[src/rtl/maxmin_sched.sv]
// Round-robin scheduler sharing one max/min engine among NUM_REQ requesters.
// A granted requester streams BURST_LEN numbers, then the result (or a timeout) is returned tagged with its id.
module maxmin_sched #(
  parameter int NUM_REQ   = 4,
  parameter int DATA_W    = 8,
  parameter int BURST_LEN = 15,
  parameter int TIMEOUT   = 32,
  localparam int ID_W     = (NUM_REQ > 1) ? $clog2(NUM_REQ) : 1
) (
  input  logic                      clk,
  input  logic                      rst,
  input  logic [NUM_REQ-1:0]        req,
  input  logic [NUM_REQ*DATA_W-1:0] req_num,
  output logic [NUM_REQ-1:0]        gnt,
  output logic                      busy,
  output logic [DATA_W-1:0]         eng_in_num,
  output logic                      eng_in_valid,
  input  logic                      eng_out_valid,
  input  logic [DATA_W-1:0]         eng_out_max,
  input  logic [DATA_W-1:0]         eng_out_min,
  output logic                      res_valid,
  output logic [ID_W-1:0]           res_id,
  output logic [DATA_W-1:0]         res_max,
  output logic [DATA_W-1:0]         res_min,
  output logic                      res_err
);

  localparam int BCNT_W = (BURST_LEN > 1) ? $clog2(BURST_LEN + 1) : 1;
  localparam int WCNT_W = (TIMEOUT > 1) ? $clog2(TIMEOUT + 1) : 1;

  localparam logic [BCNT_W-1:0] BURST_LAST = BCNT_W'(BURST_LEN - 1);
  localparam logic [WCNT_W-1:0] WAIT_LAST  = WCNT_W'(TIMEOUT - 1);
  localparam logic [ID_W-1:0]   LAST_ID    = ID_W'(NUM_REQ - 1);
  localparam logic [ID_W:0]     NUM_REQ_W  = (ID_W + 1)'(NUM_REQ);

  typedef enum logic [1:0] {
    IDLE   = 2'd0,
    STREAM = 2'd1,
    WAIT   = 2'd2
  } state_t;

  state_t              state_reg, state_next;
  logic [ID_W-1:0]     id_reg, id_next;
  logic [ID_W-1:0]     ptr_reg, ptr_next;
  logic [NUM_REQ-1:0]  gnt_reg, gnt_next;
  logic [BCNT_W-1:0]   burst_cnt_reg, burst_cnt_next;
  logic [WCNT_W-1:0]   wait_cnt_reg, wait_cnt_next;
  logic                res_valid_reg, res_valid_next;
  logic [ID_W-1:0]     res_id_reg, res_id_next;
  logic [DATA_W-1:0]   res_max_reg, res_max_next;
  logic [DATA_W-1:0]   res_min_reg, res_min_next;
  logic                res_err_reg, res_err_next;

  logic [DATA_W-1:0]   num_arr [NUM_REQ];
  logic [ID_W:0]       cand_sum [NUM_REQ];
  logic [ID_W-1:0]     cand_idx [NUM_REQ];
  logic [NUM_REQ-1:0]  cand_hit;
  logic [ID_W-1:0]     pick_id;

  // Candidate gi is the requester gi positions above the round-robin pointer, with wrap.
  for (genvar gi = 0; gi < NUM_REQ; gi++) begin : g_req
    assign num_arr[gi]  = req_num[gi*DATA_W +: DATA_W];
    assign cand_sum[gi] = {1'b0, ptr_reg} + (ID_W + 1)'(gi);
    assign cand_idx[gi] = (cand_sum[gi] >= NUM_REQ_W) ? ID_W'(cand_sum[gi] - NUM_REQ_W)
                                                      : ID_W'(cand_sum[gi]);
    assign cand_hit[gi] = req[cand_idx[gi]];
  end

  // Nearest set candidate to the pointer wins.
  always_comb begin
    pick_id = '0;
    for (int k = NUM_REQ - 1; k >= 0; k--) begin
      if (cand_hit[k]) begin
        pick_id = cand_idx[k];
      end
    end
  end

  always_comb begin
    state_next     = state_reg;
    id_next        = id_reg;
    ptr_next       = ptr_reg;
    gnt_next       = gnt_reg;
    burst_cnt_next = burst_cnt_reg;
    wait_cnt_next  = wait_cnt_reg;
    res_valid_next = 1'b0;
    res_id_next    = res_id_reg;
    res_max_next   = res_max_reg;
    res_min_next   = res_min_reg;
    res_err_next   = res_err_reg;

    case (state_reg)
      IDLE: begin
        if (|req) begin
          state_next        = STREAM;
          id_next           = pick_id;
          ptr_next          = (pick_id == LAST_ID) ? '0 : pick_id + ID_W'(1);
          gnt_next          = '0;
          gnt_next[pick_id] = 1'b1;
          burst_cnt_next    = '0;
        end
      end
      STREAM: begin
        if (burst_cnt_reg == BURST_LAST) begin
          state_next    = WAIT;
          gnt_next      = '0;
          wait_cnt_next = '0;
        end else begin
          burst_cnt_next = burst_cnt_reg + BCNT_W'(1);
        end
      end
      WAIT: begin
        if (eng_out_valid) begin
          state_next     = IDLE;
          res_valid_next = 1'b1;
          res_id_next    = id_reg;
          res_max_next   = eng_out_max;
          res_min_next   = eng_out_min;
          res_err_next   = 1'b0;
        end else if (wait_cnt_reg == WAIT_LAST) begin
          // Engine never answered: report an error with zeroed data.
          state_next     = IDLE;
          res_valid_next = 1'b1;
          res_id_next    = id_reg;
          res_max_next   = '0;
          res_min_next   = '0;
          res_err_next   = 1'b1;
        end else begin
          wait_cnt_next = wait_cnt_reg + WCNT_W'(1);
        end
      end
      default: begin
        state_next = IDLE;
        gnt_next   = '0;
      end
    endcase
  end

  always_ff @(posedge clk or posedge rst) begin
    if (rst) begin
      state_reg     <= IDLE;
      id_reg        <= '0;
      ptr_reg       <= '0;
      gnt_reg       <= '0;
      burst_cnt_reg <= '0;
      wait_cnt_reg  <= '0;
      res_valid_reg <= 1'b0;
      res_id_reg    <= '0;
      res_max_reg   <= '0;
      res_min_reg   <= '0;
      res_err_reg   <= 1'b0;
    end else begin
      state_reg     <= state_next;
      id_reg        <= id_next;
      ptr_reg       <= ptr_next;
      gnt_reg       <= gnt_next;
      burst_cnt_reg <= burst_cnt_next;
      wait_cnt_reg  <= wait_cnt_next;
      res_valid_reg <= res_valid_next;
      res_id_reg    <= res_id_next;
      res_max_reg   <= res_max_next;
      res_min_reg   <= res_min_next;
      res_err_reg   <= res_err_next;
    end
  end

  assign gnt          = gnt_reg;
  assign busy         = (state_reg != IDLE);
  assign eng_in_valid = (state_reg == STREAM);
  assign eng_in_num   = eng_in_valid ? num_arr[id_reg] : '0;
  assign res_valid    = res_valid_reg;
  assign res_id       = res_id_reg;
  assign res_max      = res_max_reg;
  assign res_min      = res_min_reg;
  assign res_err      = res_err_reg;

endmodule

[config.mk]
export PLATFORM = sky130hd
export DESIGN_NAME = maxmin_sched
export DESIGN_NICKNAME = d
export VERILOG_FILES = /design/src/rtl/maxmin_sched.sv
export SDC_FILE = /design/constraint.sdc
export NUM_CORES = 1
export LEC_CHECK = 0
export CORE_MARGIN = 1
export CORE_UTILIZATION = 42
export DETAILED_ROUTE_END_ITERATION = 7
export GPL_ROUTABILITY_DRIVEN = 0
export PLACE_DENSITY_LB_ADDON = 0.15
export SLEW_MARGIN = 25
export SYNTH_ARGS = -nofsm -noshare
export SYNTH_HDL_FRONTEND = slang
export SYNTH_SLANG_ARGS = --single-unit
[constraint.sdc]
create_clock -name clk -period 1.87 [get_ports clk]
set_input_delay 0.4675 -clock clk [delete_from_list [all_inputs] [get_ports clk]]
set_output_delay 0.4675 -clock clk [all_outputs]
set_load 0.1 [all_outputs]
# Word-level counts from Yosys, hierarchy flattened
# Index checks and enable logic that the tools add are counted.
[word_totals] in_bits=55 elab_cells=106 output_inout_bits=34 reg_bits=40
[op_classes] add_sub_neg=10 n_eq_ne=11 magnitude_cmp=11 n_mux=48 bitwise_logic=2 reduce_logical=13
[ops] cell="8-bit two-way mux" count=6
[ops] cell="2-bit two-way mux" count=15
[ops] cell="6-bit two-way mux" count=3
[ops] cell="8-bit binary-select mux with 2-bit select" count=1
[ops] cell="4-bit two-way mux" count=4
[ops] cell="2-bit by 3-bit less-than comparator with 1-bit output, second input constant" count=5
[ops] cell="3-bit greater-or-equal comparator, second input constant" count=4
[ops] cell="4-bit case mux with 3 select lines" count=1
[ops] cell="6-bit case mux with 2 select lines" count=1
[ops] cell="1-bit two-way mux" count=10
[ops] cell="3-bit AND reduction" count=3
[ops] cell="1-bit binary-select mux with 2-bit select" count=4
[ops] cell="2-bit != test, second input constant" count=4
[ops] cell="4-bit case mux with 2 select lines" count=1
[ops] cell="2-bit nonzero test" count=4
[ops] cell="2-bit by 1-bit subtractor with 2-bit output, second input constant" count=4
[ops] cell="2-bit by 2-bit adder with 3-bit output, second input constant" count=2
[ops] cell="6-bit by 1-bit adder with 6-bit output, second input constant" count=1
[ops] cell="6-bit by 5-bit equality test with 1-bit output, second input constant" count=1
[ops] cell="2-bit case mux with 3 select lines" count=1
[ops] cell="4-bit by 1-bit adder with 4-bit output, second input constant" count=1
[ops] cell="2-bit equality test, second input constant" count=2
[ops] cell="4-bit equality test, second input constant" count=1
[ops] cell="2-bit AND reduction" count=2
[ops] cell="other kinds (14)" count=14

# Longest topological paths before layout
[logic_depth] depth_word=15 ltp_mapped=7 depth_no_buf=7

# Worst setup path after synthesis
# Ideal clock, no wire load.
[synth_timing] kind="register to output" start="register state_reg[1]" end="output eng_in_num[0]" stages_incl_launch_ff=5 setup_slack_ps=-1125 arrival_time_ps=2527 cell_sequence="dfrtp_1 -> nand2b_1 -> inv_1 -> clkbuf_1 -> and2_1"
[synth_via] elab_chain_cells=2
[synth_lines] element="start: declaration" line="42" source="state_t state_reg, state_next;"
[synth_lines] element="start signal: assignment" line="153" source="state_reg <= state_next;"
[synth_lines] element="2-bit by 1-bit equality test with 1-bit output" line="169" source="assign eng_in_valid = (state_reg == STREAM);"
[synth_lines] element="net eng_in_valid" line="17" source="output logic eng_in_valid,"
[synth_lines] element="8-bit two-way mux" line="170" source="assign eng_in_num = eng_in_valid ? num_arr[id_reg] : '0;"
[synth_lines] element="end: declaration" line="16" source="output logic [DATA_W-1:0] eng_in_num,"
# The timed path passes the listed nets, and every way through them passes these cells.

# Final worst setup path
[layout_timing] start="register id_reg[0]" end="output eng_in_num[3]"
[layout_via] elab_chain_cells=5
[layout_lines] element="start: declaration" line="43" source="logic [ID_W-1:0] id_reg, id_next;"
[layout_lines] element="start signal: assignment" line="154" source="id_reg <= id_next;"
[layout_lines] element="2-bit NOT with 3-bit output (not written as such)" line="170"
[layout_lines] element="8-bit binary-select mux with 2-bit select" line="170"
[layout_lines] element="8-bit two-way mux (not written as such) (2 in a row)" line="170"
[layout_lines] element="8-bit two-way mux" line="170"
# No other way between the ends. The select of a mux whose other input is x is not followed.

==> impl_metrics.yaml <==
timing:
  timing.final.crit_period_ns: 2.14
  fin_worst_skew_ns: 0.00610
  setup_tns_ns: -2.02
  final.setup.worst_slack_ns: -0.266
  rsz0062_at_grt: "true"
  fin_crit_sh_pct: 114
  maxSlewHeadroom_pct: 73.3
  finalMaxSlewViolations: 0
  finalSetupViolCount: 8
  final_hold_viol_count: 0
  worst_pin_slew_ns: 0.400
  timing.fmax_ghz: 0.468
critical_path:
  crit_required_ns: 1.40
  crit_path_frequent_cell: "buf_12"
  worstPathMaxFanout: 8
  crit_slowest_cell: "mux4_2"
  critical_path_class: "register to primary output"
  cp_num_buf_inv: 2
  critPathArrivalTime_ns: 1.67
  end_kind: "primary output"
  cp-start-kind: "register"
  crit_chain: "buf_12 > mux4_2 > and2_4 > buf_12"
  cpPeakStageDelay_ns: 0.50
  crit_family: "multiplexers"
logic_synthesis:
  synth-seq-cells: 40
  syn-num-nets: 231
  avgSynthCellArea_um2: 12.1
  post_synth_and_or_nand_nor_area_fraction_pct: 14.0
  synth_ff_type: "dfrtp_1"
  synth_xor_area_share_pct: 0
  yosys_warnings: 0
  yosysTopAreaCellShare_pct: 49.0
  synth_top_family_by_area: "compound AO/OA/AOI/OAI gates"
  seq_area_frac_synth_pct: 49.0
  synthAdderAreaFrac_pct: 4.29
  synth.mux.area_fraction_pct: 13.5
  synth_compound_area_share_pct: 15.5
  syn_inst: 169
  synth_edf_count: 0
  synthArstFlopShare_pct: 100
  synth.distinct_cells: 37
  synth.area.top_cells: "dfrtp_1, a22o_1, mux4_2"
  netlist_area_mm2: 0.00204
  yosys.area.top_type: "dfrtp_1"
cells_and_area:
  syn2layout_area_growth_pct: 76.7
  drive_gt1_share_pct: 32.7
  nets: 339
  fill_cells: 269
  final_util_pct: 80.1
  antenna_cells: 0
  final_area_mm2: 0.00361
global_route:
  grt_use_met1_pct: 28.6
  grt_max_degree: 41
  met2_usage_pct: 42.0
  grt-ovfl-total: 0
  grt_pass1_vias: 1878
  track_usage_pct: 23.7
  grt.busiest_layer: "met2"
  globalRouteMet3Util_pct: 5.34
  grt_antenna_before_repair: 0
  grt_pass1_wl_um: 9270
clock_network:
  cts_sinks: 40
  clk_path_buf_depth: 2
  cts_inserted_buffers: 5
  cts_tree: "built"
  clockRootBuffer: "clkbuf_8"
  clkTransAtPathRegs_ns: 0.08
  cts_setup_buffers: 0
  cts_hold_buf: 0
  clkLatencyLatePin_ns: 0.30
  htree_levels: 2
routing:
  vias: 1810
  viasPerCell: 5.48
  drc: 0
  drt_first_pass_iters: 4
  detail_route.wl_per_cell_um: 17.0
  drt_iter0_markers: 75
  antenna_left: 0
  drt-total-wl_um: 5600
die:
  coreArea_mm2: 0.00450
  die_x_um: 71.7
  boundaryPins: 89
  die_h_um: 71.7
  std_cell_rows: 24
  initial_core_util_pct: 45.3
  die_area_mm2: 0.00514
power:
  p_total_mw: 6.78
  ir_drop_mv: 1.43
  powerDensity_mw_per_mm2: 1880
  p_leak_nw: 1.64
placed_design:
  dp_slack_ns: -0.271
  io_buffers: 88
  dpl-instance-area_mm2: 0.00349
  hpwl_um: 4040
hold_path:
  holdCritPathClass: "register to register"
outcome:
  status: "finished, violations left"
  violations: "setup timing"
run:
  cap_viol_max_count: 0
-- cells in the final DEF (no fill, tap or decap), drive strengths merged, types with 4 or more instances in the layout --
cell type,n
a21oi,5
clkbuf,5
nand3,5
ha,7
clkdlybuf4s50,52
mux2,5
buf,54
nand2,11
a22o,21
mux2i,4
nor2,8
and2,9
dfrtp,40
inv,9
o21ai,6
mux4,8
-- through the flow --
step	hold slack, ns	cells
CTS	0.516	330
global route	0.550	330
floorplan	0.468	169
finish	0.515	330
detailed placement	0.500	322
global placement	0.496	322
-- per-layer routing --
layer / up-vias / share of wire, %
li1: 837 / -
met1: 904 / 41
met2: 55 / 52
met3: 14 / 4.4
met4: 0 / 2.2
met5: - / 0
-- logic make-up after synthesis --
group,after synthesis
compound gates,40
fa+ha+maj,7
buf+inv,15
flops,40
mux,17
simple gates,50
-- power breakdown --
group          total, mW  internal, mW  switching, mW  leakage (nW)
clock network      0.743         0.402          0.341        0.0548
registers           1.47          1.14          0.333         0.519
logic               4.56          1.89           2.68          1.07
-- cells in the mapped netlist (2+ instances only) --
| library cell | instances |
|---|---|
| mux2i_1 | 4 |
| nor2_1 | 7 |
| or2_2 | 2 |
| nor2b_1 | 2 |
| buf_2 | 2 |
| o21ai_0 | 6 |
| buf_6 | 2 |
| mux4_2 | 8 |
| nand4_1 | 2 |
| inv_1 | 8 |
| a22o_1 | 21 |
| a31oi_1 | 2 |
| nand3_1 | 5 |
| and3_1 | 3 |
| nand2_1 | 10 |
| dfrtp_1 | 40 |
| clkbuf_1 | 2 |
| mux2_2 | 5 |
| and2_1 | 9 |
| nand2b_1 | 2 |
| ha_1 | 7 |
| a21oi_1 | 5 |
-- worst reg2reg max path: cells and delay by family (launching register included) --
family | cells | cell delay, ns
muxes | 1 | 0.15
DFF | 1 | 0.42
AOI/OAI and AO/OA | 1 | 0.26
and+or+nand+nor | 2 | 0.40
buffers and inverters | 1 | 0.17
adders and majority gates | 1 | 0.24
-- worst paths after layout --
kind | from | endpoint | slack [ns] | cells after the start
max | id_reg[0] | eng_in_num[3] | -0.27 | 4
min | burst_cnt_reg[2] | burst_cnt_reg[2] | 0.51 | 1
max reg2reg | wait_cnt_reg[0] | wait_cnt_reg[5] | 0.12 | 6
min reg2reg | burst_cnt_reg[2] | burst_cnt_reg[2] | 0.51 | 1
max in group asynchronous | rst | id_reg[0] | 1.13 | 3
min in group asynchronous | rst | res_min[7] | 0.55 | 3
-- area by class of cell --
class	count	area, um^2	share of cell area [%]
Clock inverter	3	46.3	1.28
Multi-Input combinational cell	114	988	27.4
Clock buffer	5	68.8	1.91
Inverter	8	30.0	0.833
Tap cell	52	65.1	1.80
Sequential cell	40	1000	27.8
Timing Repair Buffer	108	1410	39.0
-- what timing repair did --
action / CTS / global route
gates resized for setup: 2 / 0
setup endpoints to repair: 8 / 8
cloned: 0 / 0
(Power assumes the default switching activity.)
